### src/rtl/entrada_decimal.sv
// Decimal digit-entry block: collects BCD digits into an echo buffer and,
// on confirm, converts them to a 32-bit binary value by multiply-by-10-and-add.
module entrada_decimal #(
  parameter int N_DIGITOS = 4
) (
  input  logic                   clock,
  input  logic                   reset,
  input  logic [3:0]             digito,
  input  logic                   digito_valido,
  input  logic                   apaga,
  input  logic                   limpa,
  input  logic                   confirma,
  output logic [4*N_DIGITOS-1:0] digitos,
  output logic [3:0]             contagem,
  output logic                   ocupado,
  output logic [31:0]            valor,
  output logic                   valor_valido,
  output logic                   erro
);

  localparam int DW = 4 * N_DIGITOS;
  localparam int IW = (N_DIGITOS > 1) ? $clog2(N_DIGITOS) : 1;

  typedef enum logic [1:0] {
    ENTRADA  = 2'd0,
    CONVERTE = 2'd1,
    PRONTO   = 2'd2
  } estado_t;

  estado_t         estado, estado_next;
  logic [DW-1:0]   digitos_next;
  logic [3:0]      contagem_next;
  logic [31:0]     acumulador, acumulador_next;
  logic [IW-1:0]   indice, indice_next;
  logic [31:0]     valor_next;
  logic            valor_valido_next;
  logic            erro_next;
  logic [3:0]      nibble;

  // Digit currently being folded into the accumulator (most significant first).
  assign nibble  = 4'(digitos >> {indice, 2'b00});
  assign ocupado = (estado != ENTRADA);

  // State and datapath registers; reset is synchronous and active-low.
  always_ff @(posedge clock) begin
    // NOTE: non-blocking assignments keep every register sampling pre-edge values.
    if (!reset) begin
      estado       <= ENTRADA;
      digitos      <= '0;
      contagem     <= '0;
      acumulador   <= '0;
      indice       <= '0;
      valor        <= '0;
      valor_valido <= 1'b0;
      erro         <= 1'b0;
    end else begin
      estado       <= estado_next;
      digitos      <= digitos_next;
      contagem     <= contagem_next;
      acumulador   <= acumulador_next;
      indice       <= indice_next;
      valor        <= valor_next;
      valor_valido <= valor_valido_next;
      erro         <= erro_next;
    end
  end

  // Next-state and next-datapath logic with request priority limpa > confirma > apaga > digito.
  always_comb begin
    // NOTE: every output gets a default first so no path can infer a latch.
    estado_next       = estado;
    digitos_next      = digitos;
    contagem_next     = contagem;
    acumulador_next   = acumulador;
    indice_next       = indice;
    valor_next        = valor;
    valor_valido_next = 1'b0;
    erro_next         = 1'b0;

    case (estado)
      ENTRADA: begin
        if (limpa) begin
          digitos_next  = '0;
          contagem_next = '0;
        end else if (confirma) begin
          if (contagem != 4'd0) begin
            acumulador_next = '0;
            indice_next     = IW'(N_DIGITOS - 1);
            estado_next     = CONVERTE;
          end else begin
            erro_next = 1'b1;
          end
        end else if (apaga) begin
          // Backspace on an empty buffer is a silent no-op.
          if (contagem != 4'd0) begin
            digitos_next  = digitos >> 4;
            contagem_next = contagem - 4'd1;
          end
        end else if (digito_valido) begin
          if (digito <= 4'd9 && contagem < 4'(N_DIGITOS)) begin
            digitos_next  = (digitos << 4) | DW'(digito);
            contagem_next = contagem + 4'd1;
          end else begin
            erro_next = 1'b1;
          end
        end
      end

      CONVERTE: begin
        if (limpa) begin
          digitos_next  = '0;
          contagem_next = '0;
          estado_next   = ENTRADA;
        end else begin
          // acc*10 + nibble as acc*8 + acc*2; at most 9 digits so it never overflows.
          acumulador_next = {acumulador[28:0], 3'b000}
                          + {acumulador[30:0], 1'b0}
                          + {28'd0, nibble};
          if (indice == '0) begin
            estado_next = PRONTO;
          end else begin
            indice_next = indice - 1'b1;
          end
        end
      end

      PRONTO: begin
        digitos_next  = '0;
        contagem_next = '0;
        estado_next   = ENTRADA;
        // An abort here discards the result: no commit, no pulse.
        if (!limpa) begin
          valor_next        = acumulador;
          valor_valido_next = 1'b1;
        end
      end

      default: begin
        estado_next = ENTRADA;
      end
    endcase
  end

endmodule

### config.mk
export PLATFORM = sky130hd
export DESIGN_NAME = entrada_decimal
export DESIGN_NICKNAME = d
export VERILOG_FILES = /design/src/rtl/entrada_decimal.sv
export SDC_FILE = /design/constraint.sdc
export NUM_CORES = 1
export LEC_CHECK = 0
export CAP_MARGIN = 20
export CORE_MARGIN = 4
export CORE_UTILIZATION = 44
export CTS_CLUSTER_DIAMETER = 100
export CTS_CLUSTER_SIZE = 20
export DETAILED_ROUTE_END_ITERATION = 12
export GPL_TIMING_DRIVEN = 0
export HOLD_SLACK_MARGIN = 0.12
export PLACE_DENSITY = 0.76
export SETUP_SLACK_MARGIN = 0.2
export SLEW_MARGIN = 20
export SYNTH_ARGS = -nofsm -noshare
export SYNTH_HDL_FRONTEND = slang
export SYNTH_SLANG_ARGS = --single-unit
### constraint.sdc
create_clock -name clock -period 4 [get_ports clock]
set_clock_uncertainty 0.2 [all_clocks]
set_input_delay 0.8 -clock clock [delete_from_list [all_inputs] [get_ports clock]]
set_output_delay 0.8 -clock clock [all_outputs]
set_load 0.02 [all_outputs]
==> results of run 1 <==
==> synthesized netlist by cell type (all sizes together), types with 4 or more instances <==
library cell / number / share of area (%)
o21bai: 6 / 0.79
nand4: 8 / 0.88
nand3: 33 / 2.9
and3: 4 / 0.44
o21ai: 36 / 3.2
mux4: 4 / 1.6
inv: 27 / 1.8
mux2i: 6 / 1.1
nor2: 32 / 2.1
buf: 8 / 0.66
nor3: 11 / 0.97
ha: 65 / 14
or4: 4 / 0.53
nor2b: 7 / 0.77
a21o: 9 / 1.2
or2: 4 / 0.44
a31oi: 6 / 0.66
a211oi: 4 / 0.62
mux2: 13 / 2.6
nand2: 132 / 8.7
dfxtp: 90 / 32
a21oi: 99 / 8.7
xor2: 7 / 1.1
xnor2: 16 / 2.5
clkbuf: 32 / 2.1
nand2b: 6 / 0.66
==> logic make-up after synthesis <==
family / synth area share (%)
and+or+nand+nor: 19.37
AOI/OAI and AO/OA: 20.27
DFF: 31.66
buffers and inverters: 4.617
adders and majority gates: 15.34
xor gates and xnor gates: 3.539
muxes: 5.210
==> stage by stage <==
| step | instance area, um2 | util, % | hold slack [ps] | power [mW] |
|---|---|---|---|---|
| floorplan | 5693 | - | 232.3 | 1.040 |
| global placement | 6539 | 51.81 | 241.9 | 1.098 |
| detailed placement | 6539 | 51.81 | 245.8 | 1.100 |
| CTS | 6942 | 55.01 | 254.4 | 1.994 |
| global route | 7012 | 55.56 | 273.0 | 2.054 |
| finish | 7012 | 55.56 | 252.3 | 1.993 |
==> critical path: stages, from the launching register on <==
cell and delay [ps]:
sky130_fd_sc_hd__dfxtp_2 350, sky130_fd_sc_hd__buf_8 110, sky130_fd_sc_hd__mux4_2 540, sky130_fd_sc_hd__ha_4 310
sky130_fd_sc_hd__ha_4 140, sky130_fd_sc_hd__inv_1 50, sky130_fd_sc_hd__fa_2 350, sky130_fd_sc_hd__and2b_2 250
sky130_fd_sc_hd__o2111ai_4 140, sky130_fd_sc_hd__a2111oi_4 370, sky130_fd_sc_hd__o22ai_2 140, sky130_fd_sc_hd__nor4_2 320
sky130_fd_sc_hd__o31ai_1 130, sky130_fd_sc_hd__a32o_1 250
==> power groups by stage <==
| stage | registers, mW | clock network [mW] | logic [mW] |
|---|---|---|---|
| after floorplan | 0.936 | 0 | 0.104 |
| after global placement | 0.932 | 0 | 0.165 |
| after detailed placement | 0.932 | 0 | 0.167 |
| after global routing | 0.914 | 0.949 | 0.191 |
| final | 0.913 | 0.904 | 0.175 |
| after CTS | 0.912 | 0.909 | 0.173 |
==> layout make-up <==
cell class	instances	share of cell area (%)
multi-input combinational	553	52.75
sequential	90	25.71
timing repair buffer	73	10.06
clock buffer	12	3.801
tap	172	3.069
buffer	40	2.427
inverter	28	1.499
clock inverter	3	0.6781
==> registers in the layout (all words and copies together), names as in the netlist <==
name,flops
acumulador,32
valor,32
digitos,16
contagem,4
estado,2
indice,2
erro,1
valor_valido,1
==> repair_timing <==
action | in CTS | in global routing
endpoints found under the setup margin | 8 | 10
pin swaps | 6 | 15
setup buffers | 5 | 5
gates resized for setup | 11 | 7
==> routing by layer <==
metal  part of all wire (%)  up-vias  track usage, %
met5                      0        -               0
met4                    2.6        0           7.843
met3                    5.9       38           4.735
met2                     46      164           31.88
met1                     45     2544           27.32
li1                       -     2674               -
==> worst min-delay path by stage <==
stage | start | endpoint | slack (ps)
after global placement | valor[16] | valor[16] | 240
after detailed placement | valor[17] | valor[17] | 250
after floorplan | acumulador[31] | valor[31] | 230
after global routing | valor[16] | valor[16] | 270
final | valor[16] | valor[16] | 250
after CTS | valor[17] | valor[17] | 250
==> results list, run 1 <==
- Summing over every cut layer, the via total after detailed routing is 5420.
- Across the VDD grid, the largest voltage drop is 0.2297 mV.
- In this run the critical register-to-register path is captured at acumulador[28].
- Routability-driven placement finished with a final weighted congestion of 0.9317.
- For this design the top-level I/O count stands at 65.
- Layout Area Growth over Synthesis: 23.19%
- Timing analysis after detailed placement gives a worst setup slack of -99.54 ps.
- Share of layout cells above drive strength 1: 9.011%
* Ys Warns: 0
* Most instantiated flip-flop cell in the synthesis netlist: sky130_fd_sc_hd__dfxtp_1
* Worst R2R Path Depth: 13
* Count of endpoints failing setup in the final report: 0
- Antenna diode instance count: 0
- Seq/Total Area, Yosys: 31.66%
* Startpoint of the worst setup timing path: indice[1]
- Core Rows: 41
- Wirelength per Cell: 15.33 um
* Internal portion of total power: 1.504 mW
* Number of synthesized flops with an enable pin: 0
- The critical path ends at acumulador[28].
- Largest net degree at the start of global routing: 15
- In this run the critical register-to-register path is launched from indice[1].
- Cell Area, Synth: 5692 um2
* Startpoint Class: register
* Kind of capture point of the worst setup path: register
- CTS Hold Buffers Added: 0
* CTS Root Cell: sky130_fd_sc_hd__clkbuf_16
- Measured against its own limit, the worst slew margin works out to 52.39%.
- Per report_power, the combinational group accounts for 8.8% of the total.
* Final global-route overflow total: 0
* Die area: 14820 um2
- The detailed router finished its first iteration with 342 violations.
- Fraction of registers with async set/reset: 0%
* Input/output buffers: 63
- The tool flagged a number of max-cap violations equal to 0.
- Final number of max-transition violations: 0
- Count of final hold-check violations: 0
- The flow ran to the end, and the final reports show no timing, DRC or antenna violations.
* Initial Utilization: 45.10%
- For this run, the total global-route usage over all layers was measured as 20.37%.
* Most common library cell in the layout ignoring fill and taps: sky130_fd_sc_hd__nand2_1
- Power per cell area: 284.2 nW/um2
- Drt drc: 0
- Count of mapped cells out of synthesis: 711
- Per report_power, the sequential group accounts for 45.8% of the total.
- For the worst setup path, the data arrival time is 3800 ps.
- Reported leakage power: 2.799 nW
- Synthesized flop and latch total: 90
* ANT nets after route: 0
* Via/cell ratio: 5.582
- In the final layout, the multi-input gates occupy 3699 um2.
- Of the total power, the share spent switching nets is 24.52%.
- Summed over all failing endpoints, the final setup total negative slack is 0 ps.
- Clock tree synthesis found a total of 90 sinks.
- Inserted Clock Buffers: 9
- After clock tree synthesis, the clock-pin slew on the worst setup and hold paths is 70 ps.
- The final critical path takes up 93.75% of the cycle.
* Sequential cell area in the final layout: 1803 um2
- Final #Nets: 873
- Power spent charging and discharging nets: 0.4886 mW
* Placed insts: 946
* Worst setup slack for register-to-register paths: 250 ps
- Non-Filler Instances: 971
- Worst setup path category: register to register
* Clock tree from TritonCTS: done
- Setup repair after global routing could not meet its margin everywhere.
- Commonest cells after routing, fill and taps aside: sky130_fd_sc_hd__nand2_1, sky130_fd_sc_hd__a21oi_1, sky130_fd_sc_hd__dfxtp_1, sky130_fd_sc_hd__ha_1, sky130_fd_sc_hd__clkdlybuf4s50_1
* Clock insertion delay at the later pin of the skew report: 350 ps
- Wire length of the first global-routing pass: 24430 um
- Maximum clock path buffer count: 2
- The first detailed-routing pass ran for 6 iterations.
- Classification of the worst-slack hold path: register to register
* Clk network pwr share: 45.4%
- Number of antenna violations at the first check in global routing: 0
- Total wire length after detailed routing: 14890 um
* Worst EP required: 4050 ps
* Min cycle time layout: 3750 ps
* Filler Cells Inserted: 1193
- Summed over all nets, the half-perimeter wirelength after detailed placement is 10860 um.
* Via count of the first global-routing pass: 5085
- From left edge to right edge, the die measures 121.7 um.
- CTS built an H-tree with a depth of 3.
- Achievable Freq: 266.7 MHz
- When the netlist entered floorplanning its net count stood at 789.
- The worst hold path passes through 2 cells.
- At the pin with the least slew margin, the transition time is 714.2 ps.
* Mean cell area of the mapped netlist: 8.005 um2
* Floorplan Core Area: 12620 um2
* Die Height: 121.7 um
- Max Fanout on Critical Path: 4
- Setup WS post-layout: 250.1 ps
* Number of distinct standard cells referenced by the synthesized netlist: 60
No activity file was read; power rests on OpenSTA's default activity.
==> inputs of run 2 (changes only) <==
--- a/config.mk
+++ b/config.mk
@@ -5,6 +5,7 @@
 export SDC_FILE = /design/constraint.sdc
 export NUM_CORES = 1
 export LEC_CHECK = 0
+export ABC_CLOCK_PERIOD_IN_PS = 4000
 export CAP_MARGIN = 20
 export CORE_MARGIN = 4
 export CORE_UTILIZATION = 44
==> results of run 2 <==
Same layout as run 1: the final DEF is identical, and so are final timing and power.
